`src/rtl/cntr8_cmd_seq.sv`:
```
// cntr8_cmd_seq: FIFO-buffered command sequencer for the cntr8 datapath; optional saturation abort via CNTR8_SEQ_SAT_EN
module cntr8_cmd_seq #(
  parameter int DEPTH = 4,
  parameter int AW = 2
) (
  input  logic       clk,
  input  logic       rst,
  input  logic       cmd_valid,
  output logic       cmd_ready,
  input  logic [2:0] cmd_op,
  input  logic [7:0] cmd_data,
  input  logic [3:0] cmd_rpt,
  input  logic       abort,
  input  logic [7:0] cnt_in,
  output logic [2:0] state,
  output logic [7:0] d_out,
  output logic       busy,
  output logic       done,
  output logic       err,
  output logic       sat
);
  typedef enum logic {S_WAIT, S_RUN} fsm_t;
  fsm_t fsm, fsm_n;
  logic [14:0] mem [DEPTH];
  logic [AW-1:0] rp, wp;
  logic [AW:0] cnt;
  logic [3:0] rem, rem_n;
  logic [2:0] state_n, h_op;
  logic [7:0] d_n, h_data;
  logic [3:0] h_rpt;
  logic empty, full, legal, push, pop, last, wrap;
  assign {h_op, h_data, h_rpt} = mem[rp];
  assign empty = cnt == '0;
  assign full = cnt == (AW+1)'(DEPTH);
  assign cmd_ready = !full;
  assign legal = cmd_op < 3'd6;
  assign push = cmd_valid && !full && legal && !abort;
`ifdef CNTR8_SEQ_SAT_EN
  assign wrap = fsm == S_RUN && ((state == 3'd2 && cnt_in == 8'hff) || (state == 3'd3 && cnt_in >= 8'hfe) ||
                                 (state == 3'd4 && cnt_in == 8'h00) || (state == 3'd5 && cnt_in <= 8'h01));
`else
  logic unused_cnt_in;
  assign unused_cnt_in = ^cnt_in;
  assign wrap = 1'b0;
`endif
  assign last = fsm == S_RUN && (rem == 4'd0 || wrap);
  assign pop = !empty && (fsm == S_WAIT || last) && !abort;
  assign done = last && !abort && !rst;
  assign sat = wrap && !abort && !rst;
  assign busy = fsm == S_RUN || !empty;
  // next command selection: abort flushes, pop loads, last cycle returns to idle, otherwise count down
  always_comb begin
    fsm_n = fsm;
    state_n = state;
    d_n = d_out;
    rem_n = rem;
    if (abort) begin
      fsm_n = S_WAIT;
      state_n = 3'd0;
      d_n = 8'h00;
      rem_n = 4'd0;
    end else if (pop) begin
      fsm_n = S_RUN;
      state_n = h_op;
      d_n = h_op == 3'd1 ? h_data : 8'h00;
      rem_n = h_op == 3'd1 ? 4'd0 : h_rpt;
    end else if (last) begin
      fsm_n = S_WAIT;
      state_n = 3'd0;
      d_n = 8'h00;
      rem_n = 4'd0;
    end else if (fsm == S_RUN) begin
      rem_n = rem - 4'd1;
    end
  end
  // FSM, output registers and FIFO pointers
  always_ff @(posedge clk) begin
    if (rst) begin
      fsm <= S_WAIT;
      state <= 3'd0;
      d_out <= 8'h00;
      rem <= 4'd0;
      err <= 1'b0;
      rp <= '0;
      wp <= '0;
      cnt <= '0;
    end else begin
      fsm <= fsm_n;
      state <= state_n;
      d_out <= d_n;
      rem <= rem_n;
      err <= cmd_valid && !full && !legal && !abort;
      if (abort) begin
        rp <= '0;
        wp <= '0;
        cnt <= '0;
      end else begin
        if (push) wp <= wp + 1'b1;
        if (pop) rp <= rp + 1'b1;
        cnt <= cnt + (AW+1)'(push) - (AW+1)'(pop);
      end
    end
  end
  // FIFO storage, written only on an accepted legal command
  always_ff @(posedge clk) begin
    if (push) mem[wp] <= {cmd_op, cmd_data, cmd_rpt};
  end
endmodule

```
`config.mk`:
```
export PLATFORM = sky130hd
export DESIGN_NAME = cntr8_cmd_seq
export DESIGN_NICKNAME = d
export VERILOG_FILES = /design/src/rtl/cntr8_cmd_seq.sv
export SDC_FILE = /design/constraint.sdc
export NUM_CORES = 1
export LEC_CHECK = 0
export ABC_AREA = 1
export CORE_MARGIN = 5
export CORE_UTILIZATION = 46
export CTS_CLUSTER_DIAMETER = 120
export DETAILED_ROUTE_END_ITERATION = 7
export GPL_TIMING_DRIVEN = 0
export PLACE_DENSITY_LB_ADDON = 0.15
export SKIP_LAST_GASP = 1
export SLEW_MARGIN = 40
export SYNTH_ARGS = -nofsm -noshare
export SYNTH_HDL_FRONTEND = slang
export SYNTH_SLANG_ARGS = --single-unit
```
`constraint.sdc`:
```
create_clock -name clk -period 3.35 [get_ports clk]
set_clock_uncertainty 0.15 [all_clocks]
set_input_delay 0.5025 -clock clk [delete_from_list [all_inputs] [get_ports clk]]
set_output_delay 0.5025 -clock clk [all_outputs]
set_load 0.05 [all_outputs]
```
* Word-level counts from Yosys, hierarchy flattened
Memories as Yosys holds them, arrays and structs flattened. A register that Yosys moved wholly into a read port is not among the register bits.
Index checks and enable logic that the tools add are counted.
** Storage, ports and cells
- Register bits :: 24
- Latch bits :: 0
- RAM bits :: 60
- ROM bits :: 0
- Bits of input ports :: 27
- Output and inout bits :: 16
- Memories :: 1
** Operators by class
- Add/sub/neg operators :: 5
- $mul :: 0
- Div/mod/pow operators :: 0
- $lt $le $gt $ge :: 1
- Equal/unequal tests :: 2
- Shift operators :: 0
- Multiplexer cells :: 15
- Bitwise operators :: 1
- Reductions and logical operators :: 22
** Memory list
- mem :: words 4, width 15, rd ports 1, clocked after Yosys merged registers in 1, write ports 1, RTL line 24 : logic [14:0] mem [DEPTH];
** Operator list (number)
- two-way mux 8 bit :: 3
- two-way mux 4 bit :: 4
- logical AND 1 bit :: 10
- two-way mux 3 bit :: 2
- logical NOT 1 bit :: 5
- adder 2 x 1 -> 2 bit, second input constant :: 2
- logical NOT 4 bit :: 1
- two-way mux 1 bit :: 4
- two-way mux 2 bit :: 2
- subtractor 4 x 1 -> 4 bit, second input constant :: 1
- adder 3 x 1 -> 3 bit :: 1
- equality test 3 x 1 -> 1 bit, second input constant :: 1
- equality test 3 bit, second input constant :: 1
- logical NOT 3 bit :: 1
- < comparator 3 bit, second input constant :: 1
- nonzero test 3 bit :: 1
- subtractor 3 x 1 -> 3 bit :: 1
- logical OR 1 bit :: 2
- nonzero test 2 bit :: 1
- OR reduction 2 bit :: 1
- NOT 1 bit :: 1

* Logic depth before layout (Yosys ltp)
- Depth after elaboration :: 7
- Mapped depth :: 14
- Depth with buffers taken out :: 14

* Worst setup path after synthesis
OpenSTA, ideal clock, no wires.
- Path type :: input to output
- Start point :: input abort
- End point :: output done
- Data arrival time :: 2.371 ns
- Required time :: 2.697 ns
- Setup slack :: 0.327 ns
- Stages :: 3
- Path buffers :: 0
- Path through :: nor2_1 inv_2 nor4_1
** On the way
- Cells in the longest elaborated chain, start to end :: 3
** Ends and longest elaborated chain
- from (decl) :: RTL line 13 : input logic abort,
- logical NOT 1 bit :: RTL line 48 : assign done = last && !abort && !rst;
- logical AND 1 bit (2 in series) :: RTL line 48
- to (decl) :: RTL line 18 : output logic done,
No other way between the ends.

* Worst setup path in the final report
Same ends and word-level chain as after synthesis.

==> impl_metrics.env <==
export IMPL_status="completed"
export IMPL_cts_buffer_depth=2
export IMPL_nets=420
export IMPL_final_hold_viol_count=0
export IMPL_die_area_um2=9767
export IMPL_grt_pass1_wl_um=11790
export IMPL_grt_pass1_vias=2379
export IMPL_antenna_found_initial=0
export IMPL_dieWidth_um=98.83
export IMPL_cts_buffers=9
export IMPL_dpl_instance_area_um2=4118
export IMPL_wl_um=7224
export IMPL_async_reset_ff_frac=0
export IMPL_ys_seq_elements=86
export IMPL_first_pass_iters=4
export IMPL_antenna_left=0
export IMPL_maxSlewViolCount=0
export IMPL_yosysUniqueCellTypes=30
export IMPL_cts_tree="done"
export IMPL_fp_coreArea_um2=7687
export IMPL_instances_no_fill=492
export IMPL_relSlewSlack=0.6155
export IMPL_dpl_hpwl_um=4817
export IMPL_critPathMaxStageDelay_ps=470
export IMPL_synth_seq_area_share=0.6398
export IMPL_cts_root_buffer="clkbuf_8"
export IMPL_routabilityCongestion=0.7781
export IMPL_viasPerCell=4.886
export IMPL_post_drt_wl_per_cell_um=14.68
export IMPL_clock_latency_ps=350
export IMPL_diodes=0
export IMPL_grt_use_met3=0.02972
export IMPL_fmax_mhz=341.7
export IMPL_synthTopCellsByArea="edfxtp_1 (50%), dfxtp_1 (14%), nand2_1 (8.6%)"
export IMPL_crit_arrival_ps=2270
export IMPL_rows=32
export IMPL_p_leak_nw=1.599
export IMPL_syn_to_final_growth_pct=18.96
export IMPL_path_cells="clkdlybuf4s50_1 -> nor2_1 -> inv_2 -> nor4_1 -> dlymetal6s2s_1"
export IMPL_hp_class="flop to flop"
export IMPL_use_met1=0.2119
export IMPL_grt_overflow=0
export IMPL_syn_num_nets=376
export IMPL_synth_warnings=0
export IMPL_synth_edff_count=60
export IMPL_critPathLaunchType="primary input"
export IMPL_synthFlopType="edfxtp_1"
export IMPL_path_buf_inv=3
export IMPL_utilization=0.5617
export IMPL_synth_largest_area_cell="edfxtp_1"
export IMPL_portBuffers=33
export IMPL_crit_fanout=9
export IMPL_grt_use_met2=0.2479
export IMPL_rsz0062_at_grt="no"
export IMPL_grt_max_degree=16
export IMPL_synth_cells=341
export IMPL_initial_core_util=0.4722
export IMPL_dr_first_iter_drc_count=88
export IMPL_yosysMostFrequentCell="nand2_1"
export IMPL_crit_required_ps=2700
export IMPL_synth_top_cell_area_share=0.4964
export IMPL_place_inst=476
export IMPL_synthTopCellsByCount="nand2_1 (83), edfxtp_1 (60), nor2_1 (36)"
export IMPL_track_usage=0.1563
export IMPL_fin_crit_ps=2927
export IMPL_drc=0
export IMPL_netlist_area_um2=3630
export IMPL_regToRegSetupSlack_ps=820
export IMPL_worstMarginPinSlew_ps=575.3
export IMPL_vias=2404
export IMPL_irDropWorstVdd_uv=250.1
export IMPL_min_period_over_period=0.8736
export IMPL_cpLargestDelayFamily="buffers and inverters"
export IMPL_cts_clk_slew_worst_paths_ps=90
export IMPL_avgSynthCellArea_um2=10.64
export IMPL_final_setup_viol_count=0
export IMPL_final_layout_size_suffix_gt1_frac=0.1615
export IMPL_fin_total_pwr_mw=2.033
export IMPL_postLayoutCellArea_um2=4318
export IMPL_worstSetupEndpointType="primary output"
export IMPL_die_h_um=98.83
export IMPL_hold_ws_ps=318.2
export IMPL_cts_sinks=86
export IMPL_max_cap_viol_count=0
export IMPL_grt_busiest_layer="met2"
export IMPL_cts_htree_levels=3
export IMPL_critPathSlowestCell="clkdlybuf4s50_1"
export IMPL_path_class="primary input to primary output"
export IMPL_pin_count=43
export IMPL_power_density_nw_per_um2=470.9
-- final timing paths --
| check | start | to | cells past startpoint |
|---|---|---|---|
| setup / recovery | abort | done | 5 |
| hold / removal | state[1]$_SDFFE_PP0P_ | state[1]$_SDFFE_PP0P_ | 2 |
| setup reg to reg | rem[0]$_SDFFE_PP0P_ | cnt[2]$_SDFF_PP0_ | 14 |
| hold reg to reg | state[1]$_SDFFE_PP0P_ | state[1]$_SDFFE_PP0P_ | 2 |
-- per-stage QoR --
stage,TNS [ps],setup slack [ps]
floorplan,0,326.5
global placement,-503.5,-74.98
detailed placement,0,20.34
CTS,0,14.53
global route,0,184.5
finish,0,423.3
-- cell usage in the layout (no fill, tap or decap), types with 2 or more instances in the layout --
cell             Yosys  layout
inv_2                8       8
o21ai_0             20      20
inv_1               19      19
clkinv_4             0       2
clkbuf_1             2       2
a21oi_2              8       8
edfxtp_1            60      60
dfxtp_1             26      26
clkbuf_8             0       9
buf_4                2       2
buf_6                2       2
nand2_2              2       2
ha_1                 7       7
nand2_4              2       2
clkdlybuf4s50_1      0      32
nor2_4               0       4
clkinv_2             0       2
nor2_1              36      32
xor2_1               2       2
nand3_1             12      12
a21oi_1             15      15
buf_2                5       5
o21ai_1             11      11
nand2_1             83      83
nand3_2              9       9
-- report_power, final --
group / switching (mW) / internal (mW)
Clock: 0.374 / 0.347
Combinational: 0.0993 / 0.0554
Sequential: 0.00712 / 1.15
Total: 0.480 / 1.55
-- kinds of logic (layout without fill, tap and decap cells) --
family          count (synthesis)  count (layout)  synth area share
compound gates                 55              55           0.08721
xor+xnor                        3               3          0.007240
fa+ha+maj                       8               8           0.02964
buf+inv                        39              88           0.04895
flops                          86              86            0.6398
other cells                     1               1          0.001033
simple gates                  149             149            0.1861
-- cell type report --
cell class / count / area [um2]
fillers: 688 / 3369
flip-flops and latches: 86 / 2322
multi-input cells: 216 / 1160
repair buffers: 33 / 332.8
well taps: 102 / 127.6
clock buffers: 9 / 123.9
inverters: 28 / 107.6
clock inverters: 7 / 73.82
plain buffers: 11 / 70.07
-- routing by layer --
metal / routed length [um] / vias up
met4: 115 / 0
met2: 3392 / 42
met3: 268 / 12
met5: 0 / -
met1: 3448 / 1124
li1: - / 1226
-- repair_timing --
| action | in CTS | in global routing |
|---|---|---|
| hold buffers | 0 | 0 |
| gates resized for setup | 0 | 1 |
| endpoints found under the setup margin | 0 | 1 |
| buffers inserted | 0 | 0 |
-- tightest hold or removal path, delay by kind of cell (launching register included) --
family / cells / cell delay [ps]
flops: 1 / 320
compound gates: 1 / 50
simple gates: 1 / 60
-- flip-flops by register name, summed over array words and instances, names as in the netlist, named ones only --
name,count
mem,60
d_out,8
rem,4
cnt,3
state,3
rp,2
wp,2
err,1
fsm,1
Power figures use the tool's default switching activity.
==> RTL edit 1: new RTL, same settings <==
Change the parameter `AW` from 2 to 1.
--- a/src/rtl/cntr8_cmd_seq.sv
+++ b/src/rtl/cntr8_cmd_seq.sv
@@ -2,5 +2,5 @@
 module cntr8_cmd_seq #(
   parameter int DEPTH = 4,
-  parameter int AW = 2
+  parameter int AW = 1
 ) (
   input  logic       clk,
Behaviour: not the same (a bounded check fails within 4 cycles, from zero or initial values and one cycle with rst high).
==> RTL edit 1 against the unedited design <==
Worst hold slack got worse by 0.0037 ns; utilization rose by 1.2 points; first-iteration DRC count rose by 9.1%; critical path depth did not move; synthesized area fell by 40%; wire length fell by 48%; power fell by 48%; setup slack got worse by 0.24 ns; via count fell by 39%; sequential cell count fell by 34; final area fell by 39%; die area fell by 37%; largest power group unchanged.
==> RTL edit 1: results (changes against the unedited design) <==
* Post-DP HPWL at 2730 microns (-43%)
* Vias in the first global route at 1319 (-45%)
* Largest net degree at the start of global routing at 18 (+2)
* Area taken by multi-input logic gates at 712 sq um (-39%)
* Largest registers: mem x30, d_out x8, rem x4
* Number of synthesized flops with an enable pin at 30 (-50%)
* Non-clk buf share at 14.6% (+5.2 points)
* Syn Inst Count at 216 (-37%)
* Placed cell areas at 2560 sq um (-38%)
* Register bit count reported by yosys at 52 (-40%)
* Drt total wl at 3740 microns (-48%)
* Peak VDD IR at 0.303 mV (+21%)
* Leakage power at 0.990 nW (-38%)
* Share of cells above drive strength 1 at 12.1% (-4.1 points)
* Syn Nets at 246 (-35%)
* Worst Tran Pin Value at 0.773 ns (+0.198 ns)
* CP max stage delay at 0.83 ns (+0.36 ns)
* Nonclk buf count at 40 (-9.1%)
* Clock buf count at 5 (-4)
* Register fraction of the total cell area at 50.5% (-3.3 points)
* Gr usage total at 13.0% (-2.6 points)
* Crit Path Max Fanout at 8 (-1)
* Vias/cell at 4.74 (-2.9%)
* Top post-synthesis cells by area: edfxtp_1, dfxtp_1, nand2_1, nand3_1, a21oi_1
* Status: completed
* Synth cell types at 27 (-10%)
* CP Data Arrival Time at 2.51 ns (+0.24 ns)
* Number of nets in the layout at 286 (-32%)
* Seq/Total Area, Yosys at 62.0% (-1.9 points)
* Clock-cell share at 3.39% (-1.2 points)
* Buffers on Ports at 33 (unchanged)
* Non-clk invs at 14 (-50%)
* Filler cell count at 411 (-40%)
* Reg clk slew, reported paths at 0.09 ns (about the same)
* First-pass GRT wire length at 6190 microns (-47%)
* Final instance area at 2660 sq um (-39%)
* DR WL/cell at 12.0 microns (-18%)
* H-tree depth at 2 (-1)
* Top cells by count, synth: nand2_1, edfxtp_1, dfxtp_1, nand3_1, a21oi_1
* Clk_lat worst skew at 0.30 ns (-0.05 ns)
* Worst slack, placed at 0.180 ns (+0.159 ns)
* Gp weighted congestion at 0.767 (-1.5%)
* Inst Count DP at 303 (-36%)
* Comb_multi_in at 143 (-34%)
* DRT iter0 DRCs at 96 (+9.1%)
[RTL edit 1: cell types whose count changed in the layout (fill, tap and decap cells not counted), sizes merged, moves of 10 or more]
cell    change
nand2      -10
edfxtp     -30
o21ai      -23
nor2       -25
inv        -14
[RTL edit 1: kinds of logic (layout without fill, tap and decap cells)]
kind of cell | after synthesis | after routing | share of synthesized area, %
adders and majority gates | 3 | 3 | 1.74
AOI/OAI and AO/OA | 27 | 27 | 7.99
DFF | 52 | 52 | 62.0
buffers and inverters | 21 | 62 | 5.27
other | 1 | 1 | 0.173
and+or+nand+nor | 110 | 110 | 22.0
xor gates and xnor gates | 2 | 2 | 0.810
[RTL edit 1: layer usage]
metal  global-route usage (%)  part of all wire (%)  wire, microns  vias to the layer above
met5                        0                     0              0                        -
met4                     3.85                   1.0             39                        0
met3                     4.36                   5.0            186                        5
met2                     20.1                    46           1700                       25
met1                     17.4                    48           1810                      657
li1                         -                     -              -                      788
[RTL edit 1: power breakdown]
group	internal [mW]	switching [mW]
registers	0.673	0.0000000000000154
logic	0.0208	0.0147
clock network	0.148	0.205
total	0.843	0.220
[RTL edit 1: worst register-to-register path: cells and delay by family (launching register included)]
family                   cells  cell delay (ns)
AO/OA/AOI/OAI                3             0.45
XOR/XNOR                     1             0.13
adder cells (fa/ha/maj)      3             0.57
buffers and inverters        3             0.32
flip-flops                   1             0.33
AND/OR/NAND/NOR              1             0.10
[RTL edit 1: final timing paths]
| check | from | to | slack [ns] | depth (start not counted) |
|---|---|---|---|---|
| worst max-delay path | abort | done | 0.19 | 5 |
| worst min-delay path | state[0] | state[0] | 0.31 | 2 |
| worst max register to register | rem[0] | cnt[1] | 1.24 | 11 |
| worst min register to register | state[0] | state[0] | 0.31 | 2 |
==> RTL edit 2: new RTL, config.mk and constraints unchanged <==
Made on the original files. Put one more register stage on the output `err`, cleared by the reset. The value now appears one clock later. The other outputs are not delayed to match.
--- a/src/rtl/cntr8_cmd_seq.sv
+++ b/src/rtl/cntr8_cmd_seq.sv
@@ -21,4 +21,6 @@
 );
   typedef enum logic {S_WAIT, S_RUN} fsm_t;
+
+  logic err_s0;
   fsm_t fsm, fsm_n;
   logic [14:0] mem [DEPTH];
@@ -81,5 +83,5 @@
       d_out <= 8'h00;
       rem <= 4'd0;
-      err <= 1'b0;
+      err_s0 <= 1'b0;
       rp <= '0;
       wp <= '0;
@@ -90,5 +92,5 @@
       d_out <= d_n;
       rem <= rem_n;
-      err <= cmd_valid && !full && !legal && !abort;
+      err_s0 <= cmd_valid && !full && !legal && !abort;
       if (abort) begin
         rp <= '0;
@@ -106,4 +108,12 @@
     if (push) mem[wp] <= {cmd_op, cmd_data, cmd_rpt};
   end
+  always_ff @(posedge clk) begin
+    if (rst) begin
+      err <= '0;
+    end else begin
+      err <= err_s0;
+    end
+  end
+
 endmodule
 
Formal check against the unedited RTL: not equivalent (a bounded check fails within 4 cycles, from zero or initial values and one cycle with rst high).
==> RTL edit 2 against the unedited design <==
Sequential cell count increased by 1; register-to-register slack better by 0.03 ns; critical path depth unchanged; wire length rose by 0.46%; power is 5.5% higher; synthesized cell count rose by 0.88%; final area increased by 1.3%; setup slack got worse by 0.27 ns; synthesized area up 0.76%; largest cell class unchanged; highest routed layer unchanged.
==> RTL edit 2: results (changes against the unedited design) <==
* Status: completed
* Max Used Layer: met4
* Grt met1 use at 20.4% (-0.80 points)
* Xor and xnor area share after synthesis at 0.718% (-0.0054 points)
* Inst Count DP at 479 (+0.63%)
* M3 GR Usage at 2.73% (-0.24 points)
* Peak VDD IR at 0.254 mV (+1.6%)
* Reg2Reg Setup Slack at 0.85 ns (+0.03 ns)
* Hold Path Stages at 2 (unchanged)
* DR WL/cell at 14.7 microns (-0.15%)
* Layout Cells excl Fill at 495 (+0.61%)
* Post-synthesis compound-gate area fraction at 8.66% (-0.066 points)
* Met3 wire len at 319 microns (+19%)
* Top cells by count, synth: nand2_1, edfxtp_1, nor2_1, dfxtp_1
* Crit-path slowest cell: clkdlybuf4s50_1
* Async SR Flop Fraction at 0% (unchanged)
* Seq/Total Area, Yosys at 64.0% (+0.066 points)
* Number of synthesized flops with an enable pin at 60 (unchanged)
* YS warnings at 0 (unchanged)
* Largest net degree at the start of global routing at 17 (+1)
* GR met2 Demand/Resource at 26.1% (+1.3 points)
* Worst slack, placed at -0.0337 ns (-0.0540 ns)
* CP max stage delay at 0.85 ns (+0.38 ns)
* Worst hold slack at 0.260 ns (-0.0579 ns)
* Vias/cell at 4.95 (+1.4%)
* Met2 wire length at 3520 microns (+3.7%)
* Syn Inst Count at 344 (+0.88%)
* Synth cell types at 30 (unchanged)
* Post-DP HPWL at 4910 microns (+2.0%)
* Leakage power at 1.60 nW (+0.19%)
* Number of nets in the layout at 423 (+0.71%)
* Hold_sp: err_s0
* R2R Path End: cnt[2]
* DRT iter0 DRCs at 74 (-16%)
* Multiplexer share of the synthesized area at 0% (unchanged)
* First-pass GRT wire length at 12100 microns (+2.5%)
* First drt pass iteration count at 4 (unchanged)
* Primary FF master, synth: edfxtp_1
* Worst Tran Pin Value at 0.537 ns (-0.0384 ns)
* # resized after CTS at 1 (+1)
* H-tree depth at 3 (unchanged)
* Crit Path Max Fanout at 9 (unchanged)
* Sw frac at 23.2% (-0.37 points)
* Hold Crit Class: reg2reg
* Placed cell areas at 4150 sq um (+0.67%)
* Gp weighted congestion at 0.726 (-6.7%)
* CP Data Arrival Time at 2.54 ns (+0.27 ns)
* Root Buffer: clkbuf_8
* Share of cells above drive strength 1 at 16.3% (+0.13 points)
* Largest registers: mem x60, d_out x8, rem x4
* Min-Delay Endpoint: err
* Synth Area in Adders at 2.94% (-0.022 points)
* Vias in the first global route at 2387 (+0.34%)
* WL met1 at 3330 microns (-3.5%)
* Gr usage total at 15.7% (+0.12 points)
* R2R Path Start: rem[0]
* Buffers on Ports at 33 (unchanged)
* Top post-synthesis cells by area: edfxtp_1, dfxtp_1, nand2_1, nor2_1, o21ai_0
* Syn Nets at 379 (+0.80%)
* Delay-heaviest family, CP: buffers and inverters
[RTL edit 2: final cells by class]
class / count / area (sq um)
fill: 678 / 3350
clock buffer: 9 / 124
clock inverter: 7 / 103
buffer: 11 / 70.1
tap: 102 / 128
inverter: 29 / 111
sequential: 87 / 2340
multi-input combinational: 217 / 1170
timing repair buffer: 33 / 330
[RTL edit 2: worst max-delay path by stage]
stage	start	end	slack, ns	cells after the start
3_3_place_gp	abort	done	-0.04	5
3_5_place_dp	abort	done	-0.03	5
6_report	abort	done	0.15	5
4_1_cts	abort	done	0.13	5
2_1_floorplan	abort	done	0.33	3
5_1_grt	abort	done	0.06	5
[RTL edit 2: power by group through the flow]
stage          clock network, mW  registers, mW  logic [mW]
3_5_place_dp                   0           1.19       0.157
3_3_place_gp                   0           1.19       0.151
4_1_cts                    0.834           1.17       0.158
6_report                   0.821           1.17       0.155
2_1_floorplan                  0           1.20      0.0915
5_1_grt                    0.873           1.17       0.174
